**src/rtl/time_set_ctrl.sv**
```systemverilog
// time_set_ctrl: button-driven time-setting controller for a 190 Hz clock.
// The mode button cycles RUN -> SET_HOUR -> SET_MIN -> RUN. The up button
// increments the selected field, and auto-repeats while it is held. The exit
// button clears seconds in RUN, or leaves a set mode.
// Optional feature: define TIME_SET_TIMEOUT_EN to abandon a set mode after
// TIMEOUT_TICKS idle cycles. Without it, no idle counter is built.
// Handshake: there is none. btn_in is a debounced level. Every output is a
// registered level or a one-cycle pulse that appears one cycle after the
// input edge that caused it.
module time_set_ctrl #(
  parameter int HOLD_TICKS    = 190,
  parameter int REPEAT_TICKS  = 19,
  parameter int TIMEOUT_TICKS = 1900
) (
  input  logic       clk190,
  input  logic       rst,
  input  logic [2:0] btn_in,
  output logic [1:0] mode,
  output logic       inc_hour,
  output logic       inc_min,
  output logic       clr_sec,
  output logic       blink
);

  typedef enum logic [1:0] {
    RUN      = 2'b00,
    SET_HOUR = 2'b01,
    SET_MIN  = 2'b10
  } state_t;

  localparam logic [15:0] HOLD_T = 16'(HOLD_TICKS);
  localparam logic [15:0] REP_T  = 16'(REPEAT_TICKS);

  state_t      state;
  state_t      state_nxt;
  logic [2:0]  btn_d;
  logic [2:0]  rise;
  logic        in_set;
  logic        held;
  logic        state_change;
  logic        auto_fire;
  logic [15:0] hold_cnt;
  logic [15:0] hold_inc;
  logic [15:0] hold_nxt;
  logic [15:0] rep_cnt;
  logic [15:0] rep_nxt;
  logic        inc_hour_nxt;
  logic        inc_min_nxt;
  logic        clr_sec_nxt;
  logic        timeout_hit;

  assign rise   = btn_in & ~btn_d;
  assign in_set = (state != RUN);
  assign held   = in_set & btn_in[1];

  // The hold counter saturates so an endless hold keeps repeating and never wraps.
  assign hold_inc = (hold_cnt == 16'hFFFF) ? hold_cnt : hold_cnt + 16'd1;

  // The first auto pulse fires when the hold count reaches HOLD_TICKS. After
  // that, rep_cnt paces one pulse every REPEAT_TICKS cycles.
  assign auto_fire = held & ((hold_inc == HOLD_T) |
                             ((hold_cnt >= HOLD_T) & (rep_cnt == REP_T - 16'd1)));

`ifdef TIME_SET_TIMEOUT_EN
  localparam logic [15:0] TIMEOUT_T = 16'(TIMEOUT_TICKS);
  logic [15:0] idle_cnt;
  logic [15:0] idle_inc;
  logic [15:0] idle_nxt;

  assign idle_inc    = (idle_cnt == 16'hFFFF) ? idle_cnt : idle_cnt + 16'd1;
  assign timeout_hit = in_set & (btn_in == 3'b000) & (idle_inc == TIMEOUT_T);
  assign idle_nxt    = (state_change || !in_set || btn_in != 3'b000) ? 16'd0 : idle_inc;

  // Idle counter: it runs only in a set mode while no button is pressed.
  always_ff @(posedge clk190 or posedge rst) begin
    if (rst) idle_cnt <= 16'd0;
    else     idle_cnt <= idle_nxt;
  end
`else
  assign timeout_hit = 1'b0;
`endif

  // State register
  always_ff @(posedge clk190 or posedge rst) begin
    if (rst) state <= RUN;
    else     state <= state_nxt;
  end

  // Next state. Exit beats mode, and mode beats timeout. Up never changes state.
  always_comb begin
    state_nxt = state;
    if (rise[2]) begin
      state_nxt = RUN;
    end else if (rise[0]) begin
      case (state)
        RUN:      state_nxt = SET_HOUR;
        SET_HOUR: state_nxt = SET_MIN;
        default:  state_nxt = RUN;
      endcase
    end else if (timeout_hit) begin
      state_nxt = RUN;
    end
  end

  assign state_change = (state_nxt != state);

  // Pulses. Any state change swallows up events, so at most one pulse is high.
  always_comb begin
    inc_hour_nxt = 1'b0;
    inc_min_nxt  = 1'b0;
    clr_sec_nxt  = 1'b0;
    if (rise[2] && state == RUN) begin
      clr_sec_nxt = 1'b1;
    end else if (!state_change && (rise[1] || auto_fire)) begin
      if (state == SET_HOUR)     inc_hour_nxt = 1'b1;
      else if (state == SET_MIN) inc_min_nxt  = 1'b1;
    end
  end

  // A state change or a released button clears the hold and repeat counters.
  always_comb begin
    hold_nxt = hold_inc;
    rep_nxt  = rep_cnt + 16'd1;
    if (state_change || !held) begin
      hold_nxt = 16'd0;
      rep_nxt  = 16'd0;
    end else if (hold_cnt < HOLD_T || auto_fire) begin
      rep_nxt = 16'd0;
    end
  end

  // Button history plus the hold and repeat counters
  always_ff @(posedge clk190 or posedge rst) begin
    if (rst) begin
      btn_d    <= 3'b000;
      hold_cnt <= 16'd0;
      rep_cnt  <= 16'd0;
    end else begin
      btn_d    <= btn_in;
      hold_cnt <= hold_nxt;
      rep_cnt  <= rep_nxt;
    end
  end

  // Registered outputs. mode and blink track the next state, so they update
  // on the same edge as the state register.
  always_ff @(posedge clk190 or posedge rst) begin
    if (rst) begin
      mode     <= 2'b00;
      blink    <= 1'b0;
      inc_hour <= 1'b0;
      inc_min  <= 1'b0;
      clr_sec  <= 1'b0;
    end else begin
      mode     <= state_nxt;
      blink    <= (state_nxt != RUN);
      inc_hour <= inc_hour_nxt;
      inc_min  <= inc_min_nxt;
      clr_sec  <= clr_sec_nxt;
    end
  end

endmodule
```
**config.mk**
```make
export PLATFORM = sky130hd
export DESIGN_NAME = time_set_ctrl
export DESIGN_NICKNAME = d
export VERILOG_FILES = /design/src/rtl/time_set_ctrl.sv
export SDC_FILE = /design/constraint.sdc
export NUM_CORES = 1
export LEC_CHECK = 0
export ABC_CLOCK_PERIOD_IN_PS = 3900
export CORE_ASPECT_RATIO = 1.5
export CORE_MARGIN = 1.5
export CORE_UTILIZATION = 40
export CTS_CLUSTER_SIZE = 12
export DETAILED_ROUTE_END_ITERATION = 8
export GPL_ROUTABILITY_DRIVEN = 0
export PLACE_DENSITY = 0.67
export REMOVE_ABC_BUFFERS = 1
export SYNTH_ARGS = -nofsm -noshare
export SYNTH_HDL_FRONTEND = slang
export SYNTH_SLANG_ARGS = --single-unit
```
**constraint.sdc**
```tcl
create_clock -name clk190 -period 3.9 [get_ports clk190]
set_clock_uncertainty 0.2 [all_clocks]
set_input_delay 0.39 -clock clk190 [delete_from_list [all_inputs] [get_ports clk190]]
set_output_delay 0.39 -clock clk190 [all_outputs]
set_load 0.02 [all_outputs]
```
* Yosys cells after proc, flatten, opt, wreduce, memory -nomap -nowiden *
Index checks and enable logic that the tools add are counted.

cells by class
  muxes and demuxes = 15
  magnitude comparators = 2
  bitwise operators = 6
  equality and inequality tests = 6
  reductions and logical operators = 10
  add/sub/neg operators = 2

operators by type and width
  cell                     count
  $mux W16                 4
  $add A16 B1 Y16 const B  2
  $eq A16 B16 Y1 const B   1
  $eq A16 B5 Y1 const B    1
  $eq A16 B8 Y1 const B    1
  $ge A16 B8 Y1 const B    1
  $lt A16 B8 Y1 const B    1
  $mux W1                  8
  $mux W2                  2
  $pmux W2 S2              1
  $reduce_bool A2 Y1       2
  $and A1 B1 Y1            3
  $and A3 B3 Y3            1
  $logic_or A1 B1 Y1       3
  $not A3 Y3               1
  $eq A2 B1 Y1 const B     1
  $eq A2 B2 Y1 const B     1
  $logic_and A1 B1 Y1      2
  $logic_not A1 Y1         2
  $logic_not A2 Y1         1
  $ne A2 B2 Y1             1
  $or A1 B1 Y1             1

storage, ports and cells
  bits of input ports = 5
  output and inout bits = 6
  logic and storage cells = 49
  flip-flop bits (word level) = 41

* Depth between registers and ports, before layout *
  word-level depth = 9
  mapped depth = 9
  depth with buffers taken out = 7

* Worst setup path before layout *
Ideal clock, no wire load.

  path kind = flip-flop to flip-flop
  start = register hold_cnt[3]
  end = register inc_min
  path slack = 1734 ps
  arrival time = 1868 ps
  period minus slack after synthesis = 2166 ps
  setup time = 98 ps
  path buffers = 2
  cell stages (with the launch flop) = 9
  data required time = 3602 ps
  cells stage by stage = dfrtp_1 -> buf_4 -> and4_1 -> buf_6 -> nand4_4 -> or4b_4 -> a21oi_2 -> a41oi_1 -> nor4bb_2

on the way
  cells in the longest elaborated chain, start to end = 9
  elaborated cells between the ends (all ways) = 12
  those cells by class = add/sub (1); order compare (1); eq/ne (2); mux (3); bitwise (3); reduce/logical (2)

RTL lines
  element                                                   line  source
  start: declaration                                        42    logic [15:0] hold_cnt;
  start signal: assignment                                  140   hold_cnt <= hold_nxt;
  $add A16 B1 Y16 / $eq A16 B16 Y1 (equally long branches)  57    assign hold_inc = (hold_cnt == 16'hFFFF) ? hold_cnt : hold_cnt + 16'd1;
  $mux W16                                                  57
  $eq A16 B8 Y1                                             61    assign auto_fire = held & ((hold_inc == HOLD_T) |
  $or A1 B1 Y1 (*)                                          61
  $and A1 B1 Y1 (*)                                         61
  $logic_or A1 B1 Y1 (*)                                    114   end else if (!state_change && (rise[1] || auto_fire)) begin
  $logic_and A1 B1 Y1 (*)                                   114
  $mux W1 (*)                                               114
  $mux W1 (*)                                               112   if (rise[2] && state == RUN) begin
  net inc_min_nxt                                           48    logic inc_min_nxt;
  end signal: assignment                                    158   inc_min <= inc_min_nxt;
  end: declaration                                          20    output logic inc_min,

Mark *: on every way through the listed nets, which the timed path passes. The rest lies on a longest branch.

* Final worst setup path *
  start = register hold_cnt[1]
  end = register inc_min

The elaborated chain is that of the path after synthesis.

==> results_dict.tcl <==
set metrics [dict create \
    outcome "complete, no violations" \
    critPathMaxFanout 9 \
    cts_setup_buffers 0 \
    power_uw 773 \
    io_buffers 10 \
    timing.hold.ws_ps 273 \
    cts_resized 0 \
    crit_arrival_ps 2550 \
    min_path_cells 1 \
    dr.pass1.iters 4 \
    grt_antenna_before_repair 0 \
    start_util_pct 42.3 \
    vias 1586 \
    synth_seq_area_share_pct 46.6 \
    die_w_um 63.5 \
    finalCritPeriodShare_pct 65.5 \
    async_reset_ff_share_pct 100 \
    required_ps 3900 \
    drv_slew 0 \
    clockBufferDepth 2 \
    yosysTopAreaCell "dfrtp_1" \
    h-tree-depth 2 \
    start_kind "register" \
    synth_edf_count 0 \
    vias_per_cell 5.23 \
    fin_setup_tns_ps 0 \
    finalHoldViolations 0 \
    clock_latency_ps 290 \
    drtAntennaViolNets 0 \
    min_from "rep_cnt[0]" \
    drtIter0Drc 34 \
    leakagePower_nw 0.984 \
    gr-usage-all-layers_pct 14.9 \
    fill_cells 500 \
    worstSetupEndpointType "register" \
    die-area_um2 5960 \
    pre_cts_ws_ps 1170 \
    grt_max_degree 42 \
    rsz0062_at_grt "no" \
    cts_hold_buf 0 \
    synth_warnings 0 \
    synthCells 226 \
    fin_nets 243 \
    grt_pass1_wl_um 6980 \
    cts_tree "yes" \
    grt_overflow 0 \
    yosysTopAreaCellShare_pct 46.6 \
    synth_ff_type "dfrtp_1" \
    ctsRootBufferMaster "clkbuf_8" \
    crit_start "hold_cnt[1]" \
    r2r_slack_ps 1340 \
    dp.cells 295 \
    area.growth.synth_to_final_pct 9.90 \
    core_area_um2 5200 \
    hold_path_end "rep_cnt[0]" \
    utilization_pct 46.4 \
    cap_violations 0 \
    period_needed_ps 2560 \
    relSlewSlack_pct 56.7 \
    ys_types 44 \
    cts.clk_slew.worst_paths_ps 70 \
    dp_hpwl_um 3020 \
    synth.avg_cell_area_um2 9.73 \
    syn_area_um2 2200 \
    criticalPathCategory "reg2reg" \
    reg2reg_depth 7 \
    ioPinCount 11 \
    first_global_vias 1562 \
    wl_per_cell_um 13.7 \
    die_height_um 93.8 \
    rows 32 \
    rr_startpoint "hold_cnt[1]" \
    finalWirelength_um 4150 \
    clock_sinks 41 \
    remaining_drc_errors 0 \
    netlist_top_cells_area "dfrtp_1 47%, nor2_1 6.1%, xor2_1 5.6%" \
    power_density_nw_per_um2 320 \
    hold_class "reg2reg" \
    vdd_drop_max_mv 0.257 \
    fin_cells 303 \
    diodes 0 \
    layout_setup_ws_ps 1340 \
    postPlaceCellArea_um2 2330 \
    max_freq_mhz 391 \
    drive_above_1_share_pct 6.38 \
    worst_pin_slew_ps 644 \
    worstReg2RegEnd "inc_min" \
    synth_seq_cells 41 \
    setup_viol 0 \
    numCtsBuffers 5 \
    stdcell_area_um2 2420 \
]
==> state kept, by name, indices dropped and copies added, names as in the netlist <==
| register | flops |
|---|---|
| blink | 1 |
| btn_d | 3 |
| clr_sec | 1 |
| hold_cnt | 16 |
| inc_hour | 1 |
| inc_min | 1 |
| mode | 2 |
| rep_cnt | 16 |
==> how the worst max path moves through the flow <==
stage,endpoint,cells after the start
6_report,inc_min,7
5_1_grt,inc_min,7
4_1_cts,inc_min,7
3_5_place_dp,rep_cnt[8],7
3_3_place_gp,rep_cnt[10],7
2_1_floorplan,inc_min,6
==> Yosys cell counts (all sizes together), types with 4 or more instances <==
master and number:
nor4 5, o21ai 4, a21oi 7, nand4 8, buf 7, inv 5
ha 4, and3 5, nor3 4, dfrtp 41, nand3 14, xnor2 10
nand2 14, and4 5, nor2b 8, mux2i 4, nor2 36, clkbuf 4
xor2 14
==> worst max-delay path, cell delays in order (launching register included) <==
cell and delay, ps:
dfrtp_1 450, ha_1 310, nand3_1 100, or4_1 610, nand2_1 160, xnor2_1 160, a41oi_1 200, nor4bb_2 280
==> power by group <==
| part | internal (mW) | switching [mW] |
|---|---|---|
| Sequential | 0.436 | 0.00921 |
| Clock | 0.124 | 0.134 |
| Combinational | 0.0305 | 0.0391 |
==> layer usage <==
metal  GRT usage, %  vias to the layer above  part of all wire, %
met2           27.3                       16                   54
met3           2.16                        7                  1.7
met5              0                        -                    0
met1           17.0                      756                   43
li1               -                      807                    -
met4           6.52                        0                  1.8
==> cells in the final DEF (no fill, tap or decap), types with 3 or more instances in the layout <==
cell	Yosys	layout
nand4_1	7	7
o21ai_0	3	3
inv_1	5	5
mux2i_1	4	4
clkbuf_8	0	5
nor4_1	5	5
ha_1	4	4
nor3_1	4	4
nand2_1	14	14
dfrtp_1	41	41
and3_1	5	5
and2_1	3	3
and4_1	4	4
a211oi_1	3	3
clkdlybuf4s50_1	0	10
nor2b_1	8	8
a21oi_1	6	6
nand3_1	14	14
xnor2_1	10	10
nor2_1	36	36
xor2_1	14	14
==> cell families (layout without fill, tap and decap cells) <==
family / count (synthesis) / in the layout / synth area share, %
flops: 41 / 41 / 46.6
buf+inv: 16 / 25 / 3.81
xor+xnor: 24 / 24 / 9.56
fa+ha+maj: 4 / 4 / 2.28
compound gates: 24 / 24 / 7.45
simple gates: 113 / 113 / 28.4
mux: 4 / 4 / 1.82
==> area by class of cell <==
class	instances	area, um2	share of cell area (%)
Clock buffer	6	72.6	3.00
Tap cell	68	85.1	3.52
Inverter	5	18.8	0.776
Sequential cell	41	1030	42.4
Multi-Input combinational cell	169	1090	45.1
Clock inverter	2	10.0	0.414
Timing Repair Buffer	12	115	4.76
(Power assumes the default switching activity.)
